$ cat src/rtl/cplx_alu_driver_if.sv
// Bundle of the request, response and ALU-side signals of the complex ALU driver.
// master: host sequencer plus ALU; slave: the driver itself.
interface cplx_alu_driver_if #(
  parameter int CNT_W = 8
);
  logic                req_valid;
  logic                req_ready;
  logic [1:0]          req_op;
  logic [3:0]          req_a;
  logic [3:0]          req_b;
  logic [3:0]          req_c;
  logic [3:0]          req_d;

  logic [17:0]         alu_data;
  logic                alu_load;
  logic signed [7:0]   alu_result_r;
  logic signed [7:0]   alu_result_i;

  logic                resp_valid;
  logic                resp_ready;
  logic signed [7:0]   resp_r;
  logic signed [7:0]   resp_i;
  logic                resp_err;
  logic [CNT_W-1:0]    cmd_count;

  modport master (
    output req_valid, req_op, req_a, req_b, req_c, req_d,
    output resp_ready, alu_result_r, alu_result_i,
    input  req_ready, alu_data, alu_load,
    input  resp_valid, resp_r, resp_i, resp_err, cmd_count
  );

  modport slave (
    input  req_valid, req_op, req_a, req_b, req_c, req_d,
    input  resp_ready, alu_result_r, alu_result_i,
    output req_ready, alu_data, alu_load,
    output resp_valid, resp_r, resp_i, resp_err, cmd_count
  );
endinterface

$ cat src/rtl/cplx_alu_driver.sv
// Single-command initiator for the complex ALU: packs a request into the instruction
// word, strobes load, waits the opcode latency, captures the result and returns it.
module cplx_alu_driver #(
  parameter int LAT_ADD = 6,
  parameter int LAT_SUB = 6,
  parameter int LAT_MUL = 10,
  parameter int CNT_W   = 8
) (
  input  logic            clk,
  input  logic            rst_n,
  cplx_alu_driver_if.slave bus
);

  localparam int LAT_AS  = (LAT_ADD > LAT_SUB) ? LAT_ADD : LAT_SUB;
  localparam int LAT_MAX = (LAT_AS > LAT_MUL) ? LAT_AS : LAT_MUL;
  localparam int WAIT_W  = (LAT_MAX > 1) ? $clog2(LAT_MAX) : 1;

  typedef enum logic [2:0] {
    S_IDLE,
    S_LOAD,
    S_WAIT,
    S_CAPTURE,
    S_RESP
  } state_t;

  state_t              state;
  state_t              state_nxt;
  logic [WAIT_W-1:0]   wait_cnt;
  logic                accept;
  logic                handshake;
  logic                op_illegal;

  // Counter preload is LAT-1 so that WAIT lasts LAT cycles and CAPTURE lands LAT+1 after LOAD.
  function automatic logic [WAIT_W-1:0] wait_init(input logic [1:0] op);
    case (op)
      2'b00:   return WAIT_W'(LAT_ADD - 1);
      2'b01:   return WAIT_W'(LAT_SUB - 1);
      default: return WAIT_W'(LAT_MUL - 1);
    endcase
  endfunction

  assign accept     = bus.req_valid && bus.req_ready;
  assign handshake  = bus.resp_valid && bus.resp_ready;
  assign op_illegal = (bus.req_op == 2'b11);

  always_ff @(posedge clk) begin
    if (!rst_n) begin
      state <= S_IDLE;
    end else begin
      state <= state_nxt;
    end
  end

  always_comb begin
    state_nxt = state;
    case (state)
      S_IDLE: begin
        if (accept) begin
          state_nxt = op_illegal ? S_RESP : S_LOAD;
        end
      end
      S_LOAD:    state_nxt = S_WAIT;
      S_WAIT: begin
        if (wait_cnt == '0) begin
          state_nxt = S_CAPTURE;
        end
      end
      S_CAPTURE: state_nxt = S_RESP;
      S_RESP: begin
        if (handshake) begin
          state_nxt = S_IDLE;
        end
      end
      default:   state_nxt = S_IDLE;
    endcase
  end

  always_comb begin
    bus.req_ready  = (state == S_IDLE);
    bus.alu_load   = (state == S_LOAD);
    bus.resp_valid = (state == S_RESP);
  end

  // alu_data is only rewritten on acceptance, so the ALU sees a stable word at every load edge.
  always_ff @(posedge clk) begin
    if (!rst_n) begin
      bus.alu_data  <= '0;
      wait_cnt      <= '0;
      bus.resp_r    <= '0;
      bus.resp_i    <= '0;
      bus.resp_err  <= 1'b0;
      bus.cmd_count <= '0;
    end else begin
      if (accept) begin
        bus.alu_data <= {bus.req_op, bus.req_a, bus.req_b, bus.req_c, bus.req_d};
        wait_cnt     <= wait_init(bus.req_op);
        if (op_illegal) begin
          bus.resp_r   <= '0;
          bus.resp_i   <= '0;
          bus.resp_err <= 1'b1;
        end
      end
      if (state == S_WAIT && wait_cnt != '0) begin
        wait_cnt <= wait_cnt - WAIT_W'(1);
      end
      if (state == S_CAPTURE) begin
        bus.resp_r   <= bus.alu_result_r;
        bus.resp_i   <= bus.alu_result_i;
        bus.resp_err <= 1'b0;
      end
      if (handshake) begin
        bus.cmd_count <= bus.cmd_count + CNT_W'(1);
      end
    end
  end

endmodule

$ cat src/flat_wrapper.sv
// flat-port wrapper written by rule: the top's interface ports become plain ports
module cplx_alu_driver_flat 
#(
  parameter int LAT_ADD = 6,
  parameter int LAT_SUB = 6,
  parameter int LAT_MUL = 10,
  parameter int CNT_W   = 8
)
  (clk, rst_n, bus_req_valid, bus_req_op, bus_req_a, bus_req_b, bus_req_c, bus_req_d, bus_resp_ready, bus_alu_result_r, bus_alu_result_i, bus_req_ready, bus_alu_data, bus_alu_load, bus_resp_valid, bus_resp_r, bus_resp_i, bus_resp_err, bus_cmd_count);
  cplx_alu_driver_if #(.CNT_W(CNT_W)) bus_i ();
  input  logic clk;
  input  logic rst_n;
  input wire logic [$bits(bus_i.req_valid)-1:0] bus_req_valid;
  input wire logic [$bits(bus_i.req_op)-1:0] bus_req_op;
  input wire logic [$bits(bus_i.req_a)-1:0] bus_req_a;
  input wire logic [$bits(bus_i.req_b)-1:0] bus_req_b;
  input wire logic [$bits(bus_i.req_c)-1:0] bus_req_c;
  input wire logic [$bits(bus_i.req_d)-1:0] bus_req_d;
  input wire logic [$bits(bus_i.resp_ready)-1:0] bus_resp_ready;
  input wire logic [$bits(bus_i.alu_result_r)-1:0] bus_alu_result_r;
  input wire logic [$bits(bus_i.alu_result_i)-1:0] bus_alu_result_i;
  output wire logic [$bits(bus_i.req_ready)-1:0] bus_req_ready;
  output wire logic [$bits(bus_i.alu_data)-1:0] bus_alu_data;
  output wire logic [$bits(bus_i.alu_load)-1:0] bus_alu_load;
  output wire logic [$bits(bus_i.resp_valid)-1:0] bus_resp_valid;
  output wire logic [$bits(bus_i.resp_r)-1:0] bus_resp_r;
  output wire logic [$bits(bus_i.resp_i)-1:0] bus_resp_i;
  output wire logic [$bits(bus_i.resp_err)-1:0] bus_resp_err;
  output wire logic [$bits(bus_i.cmd_count)-1:0] bus_cmd_count;
  assign bus_i.req_valid = bus_req_valid;
  assign bus_i.req_op = bus_req_op;
  assign bus_i.req_a = bus_req_a;
  assign bus_i.req_b = bus_req_b;
  assign bus_i.req_c = bus_req_c;
  assign bus_i.req_d = bus_req_d;
  assign bus_i.resp_ready = bus_resp_ready;
  assign bus_i.alu_result_r = bus_alu_result_r;
  assign bus_i.alu_result_i = bus_alu_result_i;
  assign bus_req_ready = bus_i.req_ready;
  assign bus_alu_data = bus_i.alu_data;
  assign bus_alu_load = bus_i.alu_load;
  assign bus_resp_valid = bus_i.resp_valid;
  assign bus_resp_r = bus_i.resp_r;
  assign bus_resp_i = bus_i.resp_i;
  assign bus_resp_err = bus_i.resp_err;
  assign bus_cmd_count = bus_i.cmd_count;
  cplx_alu_driver #(.LAT_ADD(LAT_ADD), .LAT_SUB(LAT_SUB), .LAT_MUL(LAT_MUL), .CNT_W(CNT_W)) u_core (.clk(clk), .rst_n(rst_n), .bus(bus_i));
endmodule
$ cat config.mk
export PLATFORM = sky130hd
export DESIGN_NAME = cplx_alu_driver_flat
export DESIGN_NICKNAME = d
export VERILOG_FILES = /design/src/rtl/cplx_alu_driver_if.sv /design/src/rtl/cplx_alu_driver.sv /design/src/flat_wrapper.sv
export SDC_FILE = /design/constraint.sdc
export NUM_CORES = 1
export LEC_CHECK = 0
export CAP_MARGIN = 10
export CORE_ASPECT_RATIO = 1.25
export CORE_UTILIZATION = 47
export DETAILED_ROUTE_END_ITERATION = 8
export GPL_TIMING_DRIVEN = 0
export PLACE_DENSITY_LB_ADDON = 0.15
export SLEW_MARGIN = 0
export SYNTH_ARGS = -nofsm -noshare
export SYNTH_HDL_FRONTEND = slang
export SYNTH_SLANG_ARGS = --single-unit
$ cat constraint.sdc
create_clock -name clk -period 2.3 [get_ports clk]
set_input_delay 0.46 -clock clk [delete_from_list [all_inputs] [get_ports clk]]
set_output_delay 0.46 -clock clk [all_outputs]
set_load 0.05 [all_outputs]
Word level (Yosys, flattened, before mapping)
Index checks and enable logic that the tools add are counted.
{ "totals": {"reg_bits": 50, "latch_bits": 0, "ramBits": 0, "rom_bits": 0, "in_bits": 38, "out_inout_bits": 46, "word_cells": 46, "n_memories": 0} }
{ "classes": {"add_sub_neg": 2, "mul": 0, "n_div": 0, "magnitude_cmp": 0, "n_eq_ne": 9, "n_shift": 0, "mux": 12, "bitwise_logic": 1, "reduce_logical": 15} }
{ "ops": {"columns": ["cell", "n"], "rows": [
  ["8-bit two-way mux", 4],
  ["3-bit one-hot mux with 5 select lines", 1],
  ["3-bit two-way mux", 4],
  ["4-bit two-way mux", 3],
  ["8-bit by 1-bit adder with 8-bit output, second input constant", 1],
  ["3-bit by 2-bit == test with 1-bit output, second input constant", 2],
  ["2-bit nonzero test", 3],
  ["4-bit logical NOT", 1],
  ["2-bit inequality test, second input constant", 2],
  ["2-bit AND reduction", 2],
  ["4-bit nonzero test", 1],
  ["2-bit OR reduction", 2],
  ["4-bit by 1-bit subtractor with 4-bit output, second input constant", 1],
  ["3-bit by 1-bit == test with 1-bit output, second input constant", 1],
  ["3-bit == test, second input constant", 1],
  ["1-bit logical AND", 3],
  ["3-bit logical NOT", 1],
  ["3-bit AND reduction", 1],
  ["2-bit by 1-bit == test with 1-bit output, second input constant", 1],
  ["2-bit == test, second input constant", 1],
  ["2-bit logical NOT", 1],
  ["2-bit by 1-bit inequality test with 1-bit output, second input constant", 1],
  ["1-bit NOT", 1]
]} }

Longest topological paths before layout
Gate-level depths: netlist of run 1.
{ "logic_depth": {"depth_word": 5, "depth_mapped": 5, "mapped_depth_nobuf": 5} }

Worst setup path after synthesis of run 1
OpenSTA, ideal clock, no wires.
{ "synth_timing": {"kind": "register -> output", "startpoint": "register u_core.state[2]", "endpoint": "output bus_alu_load", "arrival_time_ps": 1899, "required_ps": 1840, "slack_ps": -59, "stages_incl_launch_ff": 4, "path_buffers": 2, "path_cell_list": "dfxtp_1 -> clkbuf_1 -> clkbuf_1 -> nor3b_1"} }
{ "synth_between": {"elab_chain_len": 1} }
{ "synth_lines": {"columns": ["item", "line", "text"], "rows": [
  ["start: declaration", "cplx_alu_driver.sv:26", "state_t state;"],
  ["start signal: assignment", "cplx_alu_driver.sv:50", "state <= state_nxt;"],
  ["3-bit by 1-bit == test with 1-bit output", "cplx_alu_driver.sv:80", "bus.alu_load = (state == S_LOAD);"],
  ["end: declaration", "flat_wrapper.sv:24", "output wire logic [$bits(bus_i.alu_load)-1:0] bus_alu_load;"]
]} }
No other way between the ends.

Final worst setup path of run 1
Same ends and word-level chain as after synthesis.

==> results list, run 1 <==
- Of the total power, combinational logic draws 29.9%.
- For this design the static power due to leakage is 1.18 nW.
- Width of the die: 63.0 um
* Quantity of I/O buffers inserted on ports: 83
- Clock skew on the completed layout was measured at 0.00473 ns.
- Crit path required time: 1.84 ns
* Number of diodes: 0
* Switching power: 0.000677 W
- Root buffer cell: sky130_fd_sc_hd__clkbuf_8
* Gate Count Post-Synth: 267
- Critical Path, Cell by Cell: clkbuf_2 > clkbuf_2 > nor3b_2 > clkdlybuf4s15_2
- Of all cell types, the one taking the most synthesized area is sky130_fd_sc_hd__dfxtp_1.
- The worst register-to-register path begins at u_core.state[0].
* Relative area change from synthesis to final layout: 45.7%
- The worst-case IR drop observed on VDD is 0.388 mV.
- Max incr delay on CP: 0.39 ns
- Summed over all layers, the routed wires come to 5.19 mm.
- Internal power comes to 0.00139 W.
- Post-synth top flop: sky130_fd_sc_hd__dfxtp_1
- Io pins: 84
- Max-slew headroom: 62.3%
- Final setup TNS: 0 ns
* Most used cell along the critical path: sky130_fd_sc_hd__clkbuf_2
* RSZ-0062 raised after global routing: false
- The share of total power dissipated in the clock network is 24.3%.
* Net count reported at finish: 397
- After detailed routing, the met2 layer carries 2.55 mm of wire.
- Slowest cell on the critical path: sky130_fd_sc_hd__clkdlybuf4s15_2
- Synthesized flop and latch total: 50
- Along the worst hold path, the cell count comes to 2.
- Placed Cells: 408
* Fill cell instance count of the final layout: 359
* Maximum operating frequency: 0.466 GHz
- Share of layout cells above drive strength 1: 4.75%
- RR Endpoint: u_core.bus.resp_i[1]
* Post-DP HPWL: 3.79 mm
* Total via count after detailed routing: 2,184
- After synthesis, the share of flip-flops with an asynchronous set or reset is 0%.
- Vertical die dimension: 78.3 um
- Using the TritonRoute via totals, the vias-per-cell ratio works out to 5.25.
- Final hold analysis gives a worst-case slack of 0.456 ns.
- TritonCTS created 5 clock buffers.
* Met1 routed wirelength after detailed routing: 2.30 mm
- For this run the aggregate overflow at the end of global routing stands at 0.
- Aggregate global-route resource usage: 21.4%
* Cell Area, Synth: 2190 um2
* Setup CP Type: reg -> out
* Starting density of the core: 49.4%
- Cell class contributing the biggest share of worst-path delay: buffers and inverters
- After detailed routing, the average wire length per cell comes to 12.5 um.
- Largest driver fanout on the critical path: 10
- Pins Over Slew Limit: 0
* Status: complete, no violations
* DRT antenna net count: 0
- By area the synthesized netlist is led by sky130_fd_sc_hd__dfxtp_1 46%, sky130_fd_sc_hd__a21oi_1 9.4%, sky130_fd_sc_hd__and4b_1 7.3%.
- Gp weighted congestion: 0.833
- Final Setup Violations: 0
* Finished Core Util: 72.0%
- The worst setup path is launched from a register.
- After detailed routing, the number of remaining DRC violations is 0.
- The count of cells in the finished layout, fillers not included, comes to 416.
* Slew of the pin with the lowest slew margin: 0.565 ns
* Min-Delay Startpoint: u_core.bus.alu_data[9]
* Sequential share of power: 45.9%
- First-pass GRT wire length: 8.74 mm
- Top routing layer used: met4
* Post-CTS Setup Inserts: 0
* Number of sinks handled by clock tree synthesis: 50
- Final worst path period share: 93.2%
- Pin count of the biggest net entering global routing: 15
* Endpoint kind of the worst setup timing path: primary output
- Of the total power, the share spent switching nets is 32.7%.
- Router iterations before antenna repair: 5
* Tmin final: 2.14 ns
- Sequential elements use 45.8% of the synthesized area.
- Path category of the worst min-delay check: reg -> reg
- Clock latency reported for the late side of the worst-skew pair: 0.29 ns
- The number of nets handed over by synthesis was 307.
* CTS tree: done
- In this run the deepest clock path goes through 2 buffers.
- Met3 wire length: 279 um
- Clock transition time at the flip-flop clock pins of the worst setup and hold paths: 0.08 ns
- Data arrival time of the critical path: 1.68 ns
- Reg2Reg Depth: 5
- Warning count from the yosys run: 0
* Reg-to-reg setup timing slack: 0.54 ns
- Across the run, the number of max-cap violations was 0.
* CORE AREA: 4430 um2
* Drt first-iter violations: 65
- CTS built an H-tree with a depth of 2.
- In this run, post-CTS hold repair placed 0 buffers.
- Power density over cell area: 650 nW/um2
- Standard-cell rows: 27
- The total count of hold-check failures in the final report was 0.
* Share of Yosys cell area claimed by the top area cell type: 45.8%
- Syn avg cell area: 8.19 um2
- The via count of the first global-routing pass is 2,049.
* Number of buffer and inverter instances along the worst setup path: 3
- Yosys mapped a number of flops with a built-in enable equal to 0.
* Number of unique standard cell types used by synthesis: 35
- The number of antenna violations at the first check in global routing is 0.
- Die area: 4930 um2
- The path with the worst hold slack has its endpoint at u_core.bus.alu_data[9].
per-stage QoR:
step	power, W	area [um2]	worst slack (ns)
3_3_place_gp	0.00159	3100	-0.131
2_1_floorplan	0.00137	2190	0.0724
3_5_place_dp	0.00159	3100	-0.121
4_1_cts	0.00209	3190	0.0108
5_1_grt	0.00218	3190	0.0638
6_report	0.00207	3190	0.155
cell usage in the layout (no fill, tap or decap), types with 7 or more instances in the layout:
cell                              count
sky130_fd_sc_hd__clkbuf_1            17
sky130_fd_sc_hd__a21oi_1             41
sky130_fd_sc_hd__nor2_1              19
sky130_fd_sc_hd__nand2_1             41
sky130_fd_sc_hd__inv_1                7
sky130_fd_sc_hd__dfxtp_1             50
sky130_fd_sc_hd__o21ai_0              8
sky130_fd_sc_hd__o21ai_1             14
sky130_fd_sc_hd__clkdlybuf4s50_1     80
sky130_fd_sc_hd__and4b_1             16
sequential cells by signal, indices dropped and copies added, names as in the netlist:
signal / cells
u_core.wait_cnt: 4
u_core.state: 3
u_core.bus.cmd_count: 8
u_core.bus.resp_r: 8
u_core.bus.alu_data: 18
u_core.bus.resp_i: 8
u_core.bus.resp_err: 1
synth_stat cells, types with 3 or more instances:
cell type                   n
sky130_fd_sc_hd__or4_1      3
sky130_fd_sc_hd__nand3_1    4
sky130_fd_sc_hd__nor3_1     3
sky130_fd_sc_hd__a31oi_1    3
sky130_fd_sc_hd__clkbuf_1  19
sky130_fd_sc_hd__dfxtp_1   50
sky130_fd_sc_hd__or3_1      5
sky130_fd_sc_hd__nand2_1   41
sky130_fd_sc_hd__nand2b_1   4
sky130_fd_sc_hd__o21ai_0    8
sky130_fd_sc_hd__nor3b_1    4
sky130_fd_sc_hd__o21ai_1   14
sky130_fd_sc_hd__nor2_1    19
sky130_fd_sc_hd__inv_1      7
sky130_fd_sc_hd__and4b_1   16
sky130_fd_sc_hd__a21oi_1   41
logic make-up after synthesis:
kind of cell               after synthesis  share of synthesized area, %
and+or+nand+nor                        107                          27.6
muxes                                    2                         0.915
buffers and inverters                   29                          5.26
DFF                                     50                          45.8
xor gates and xnor gates                 3                          1.20
adders and majority gates                2                          1.14
AOI/OAI and AO/OA                       74                          18.1
area by class of cell:
type	count	area [um2]	share of cell area, %
buffer	22	92.6	2.91
clock buffer	7	86.3	2.71
clock inverter	1	5.00	0.157
inverter	7	26.3	0.825
multi-input combinational	188	1080	33.8
sequential	50	1000	31.4
tap	58	72.6	2.28
timing repair buffer	83	826	25.9
worst max-delay path by stage:
stage / endpoint / from / cells past startpoint
after CTS: bus_req_ready / u_core.state[1] / 4
after detailed placement: bus_alu_load / u_core.state[2] / 4
after global routing: bus_alu_load / u_core.state[2] / 4
after floorplan: bus_req_ready / u_core.state[1] / 3
after global placement: bus_alu_load / u_core.state[2] / 4
final: bus_alu_load / u_core.state[2] / 4
worst min-delay path, stage by stage, from the launching register on:
cell	delay (ns)
sky130_fd_sc_hd__dfxtp_1	0.31
sky130_fd_sc_hd__nand2_1	0.05
sky130_fd_sc_hd__a21oi_1	0.05
routing by layer:
layer,track usage (%),vias up
li1,-,1117
met1,24.5,994
met2,39.1,67
met3,3.63,6
met4,7.67,0
met5,0,-
power groups by stage:
stage | sequential (W) | clock [W] | combinational, W
after detailed placement | 0.000970 | 0 | 0.000623
after global placement | 0.000968 | 0 | 0.000617
after global routing | 0.000958 | 0.000546 | 0.000672
after floorplan | 0.00110 | 0 | 0.000271
after CTS | 0.000951 | 0.000519 | 0.000623
final | 0.000950 | 0.000503 | 0.000619
what timing repair did:
action / CTS / global route
setup endpoints to repair: 3 / 2
endpoints found under the hold margin: 0 / 0
pin swaps: 0 / 0
resized for setup: 7 / 6
No activity file was read; power rests on OpenSTA's default activity.
==> inputs of run 2 (changes only) <==
- SKIP_LAST_GASP: not set -> 1
==> results of run 2 <==
Same layout as run 1: the final DEF is identical, and so are final timing and power.
==> inputs of run 3 (changes only) <==
- MAX_ROUTING_LAYER: not set -> met4
==> run 3 against run 2 <==
Effect of this change: largest power group unchanged; highest routed layer unchanged; cell area stayed put; critical path type unchanged; register-to-register slack hardly changed; die area stayed put; utilization stayed put; largest cell class unchanged; critical path depth stayed put; worst hold slack hardly changed; critical endpoint unchanged; clock power hardly changed.
==> results list, run 3 (synthesis results as in run 1) <==
* Area of the multi-input gates: 1080 um2 (unchanged)
- DRT antenna net count: 0 (unchanged)
* Maximum vdd drop: 0.386 mV (-0.30%)
* FF/Latch Area: 1000 um2 (unchanged)
- Gp weighted congestion: 0.846 (+1.5%)
* Clock transition time at the flip-flop clock pins of the worst setup and hold paths: 0.08 ns (about the same)
- Endpoint kind of the worst setup timing path: primary output
- CORE AREA: 4430 um2 (unchanged)
* Largest register FFs: 18 (unchanged)
- The net switching fraction of the power came to 32.7% (about the same).
- Maximum count of clock buffers along a single path: 2 (unchanged)
- The largest individual stage delay along the critical path comes from the cell sky130_fd_sc_hd__clkdlybuf4s15_2.
* RSZ-0062 raised after global routing: false
- The overall die area is 4930 um2 (unchanged).
- Counting flops per register, the top entry is u_core.bus.alu_data.
* Finished Core Util: 72.0% (unchanged)
- The kind of cell with the highest combined delay along the critical path is buffers and inverters.
* Startpoint Class: register
* Sequential share of power: 45.9% (about the same)
- Leaving out fill and tap cells, the most frequent cell in the layout is sky130_fd_sc_hd__clkdlybuf4s50_1.
- Count of cells along the worst hold path: 2 (unchanged)
* Switching power: 0.000677 W (about the same)
* Part of the total power dissipated in combinational logic: 29.9% (about the same)
* Post-CTS Setup Inserts: 0 (unchanged)
- Critical Path, Cell by Cell: clkbuf_2 > clkbuf_2 > nor3b_2 > clkdlybuf4s15_2
- Clock latency reported for the late side of the worst-skew pair: 0.29 ns (about the same)
* Standard-cell rows: 27 (unchanged)
* Largest driver fanout on the critical path: 10 (unchanged)
- Pins Over Slew Limit: 0 (unchanged)
- The endpoint identified for the worst register-to-register timing path is u_core.bus.resp_i[1].
- The worst slack after detailed placement was -0.121 ns (unchanged).
* Share of layout cells above drive strength 1: 4.75% (unchanged)
- The clock sink count came to 50 (unchanged).
- Overflow left after global routing: 0 (unchanged)
- Reg2Reg Depth: 5 (unchanged)
- The aggregate global-route resource usage came to 22.0% (+0.60 points).
- The total count of hold-check failures in the final report was 0 (unchanged).
- The least setup slack across all paths after layout came to 0.147 ns (-0.00897 ns).
- The count of unresolved DRC violations after routing came to 0 (unchanged).
- Standard cell area after detailed placement: 3100 um2 (unchanged)
* Post-Route WL: 5.20 mm (+0.27%)
- Overall power of the completed layout: 0.00207 W (about the same)
- Root buffer cell: sky130_fd_sc_hd__clkbuf_8
* Number of maximum-capacitance violations: 0 (unchanged)
- The worst path buffer plus inverter count came to 3 (unchanged).
- In this run the critical register-to-register path is launched from u_core.state[0].
* Total internal power: 0.00139 W (about the same)
- Width of the die: 63.0 um (unchanged)
- The data required time at the worst endpoint was 1.84 ns (about the same).
- Max incr delay on CP: 0.39 ns (about the same)
* Routed len/inst: 12.5 um (+0.27%)
* Part of the power in the clock network: 24.2% (about the same)
- The count of TritonRoute iterations in the first routing pass is 4 (-1).
- The number of ports placed on the die boundary was 84 (unchanged).
- The static leakage power came to 1.18 nW (unchanged).
- Most used cell along the critical path: sky130_fd_sc_hd__clkbuf_2
* Terminating pin of the worst hold path: u_core.bus.alu_data[5]
- Final design area excluding fillers: 3190 um2 (unchanged)
* Relative area change from synthesis to final layout: 45.7% (unchanged)
- The vias after detailed routing is 2,187 (+0.14%).
- Setup CP Type: reg -> out
* Final worst path period share: 93.6% (+0.39 points)
* Quantity of I/O buffers inserted on ports: 83 (unchanged)
* Status: complete, no violations
- The final setup violation count came to 0 (unchanged).
* Reg-to-reg setup timing slack: 0.54 ns (about the same)
- Drt first-iter violations: 81 (+25%)
* Min-Delay Startpoint: u_core.bus.alu_data[5]
* Post-DP HPWL: 3.79 mm (unchanged)
- Maximum operating frequency: 0.464 GHz (-0.42%)
- Number of antenna violations at the first check in global routing: 0 (unchanged)
- The largest net degree at the start of global routing is 15 (unchanged).
- The top cell types in the final layout, fill and taps aside, are 80 x sky130_fd_sc_hd__clkdlybuf4s50_1, 50 x sky130_fd_sc_hd__dfxtp_1, 41 x sky130_fd_sc_hd__nand2_1, 41 x sky130_fd_sc_hd__a21oi_1, 19 x sky130_fd_sc_hd__nor2_1.
- Final setup TNS: 0 ns (unchanged)
- The average via count per standard cell is 5.26 (+0.14%).
* Number of buffers inserted during clock tree synthesis: 5 (unchanged)
* Data arrival time of the critical path: 1.69 ns (about the same)
- Net count reported at finish: 397 (unchanged)
- The effective utilization at floorplan is 49.4% (unchanged).
- H-tree Lvls: 2 (unchanged)
- The worst clock skew was 0.00464 ns (-0.0000900 ns).
- The first-pass GRT wire length came to 8.73 mm (about the same).
- Slew of the pin with the lowest slew margin: 0.567 ns (+0.00192 ns)
- CTS tree: done
- Tmin final: 2.15 ns (+0.00897 ns)
- The number of antenna cells inserted is 0 (unchanged).
- Max-slew headroom: 62.1% (-0.13 points)
* Power density over cell area: 650 nW/um2 (about the same)
* Vertical die dimension: 78.3 um (unchanged)
- Fill cell instance count of the final layout: 359 (unchanged)
- The via count of the first global-routing pass is 2,053 (+0.20%).
- In this run the worst hold path is classified as reg -> reg.
-- run 3: cell counts in the layout (fill, tap and decap cells not counted) --
Identical to the previous run, type by type.
-- run 3: routing by layer --
layer  vias up  global-route usage (%)  wire [um]
li1       1117                       -          -
met1       996                    24.6       2310
met2        70                    39.1       2570
met3         4                    3.49        287
met4         0                    7.67         40
met5         -                       -          0
-- run 3: area by class of cell --
| type | count | area share [%] |
|---|---|---|
| well taps | 58 | 2.28 |
| clock buffers | 7 | 2.71 |
| plain buffers | 22 | 2.91 |
| flip-flops and latches | 50 | 31.4 |
| inverters | 7 | 0.825 |
| multi-input cells | 188 | 33.8 |
| clock inverters | 1 | 0.157 |
| repair buffers | 83 | 25.9 |
-- run 3: metrics by stage --
step | hold slack [ns] | cells
final | 0.456 | 416
after global routing | 0.481 | 416
after CTS | 0.458 | 416
after detailed placement | 0.446 | 408
after global placement | 0.441 | 408
after floorplan | 0.477 | 267
-- run 3: worst max path at each step --
stage	startpoint	to	cells after the start	slack [ns]
4_1_cts	u_core.state[1]	bus_req_ready	4	0.01
5_1_grt	u_core.state[2]	bus_alu_load	4	0.06
3_3_place_gp	u_core.state[2]	bus_alu_load	4	-0.13
3_5_place_dp	u_core.state[2]	bus_alu_load	4	-0.12
2_1_floorplan	u_core.state[1]	bus_req_ready	3	0.07
6_report	u_core.state[2]	bus_alu_load	4	0.15
-- run 3: power groups by stage --
stage / sequential, W / combinational [W] / clock [W]
after global routing: 0.000958 / 0.000672 / 0.000546
final: 0.000951 / 0.000619 / 0.000502
after detailed placement: 0.000970 / 0.000623 / 0
after global placement: 0.000968 / 0.000617 / 0
after CTS: 0.000951 / 0.000623 / 0.000519
after floorplan: 0.00110 / 0.000271 / 0
-- run 3: repair_timing --
item	CTS	global route
resized for setup	7	6
hold buffers	0	0
endpoints found under the setup margin	3	2
-- run 3: worst min-delay path: stages, from the launching register on --
cell and delay, ns:
sky130_fd_sc_hd__dfxtp_1 0.31, sky130_fd_sc_hd__nand2_1 0.05, sky130_fd_sc_hd__a21oi_1 0.05
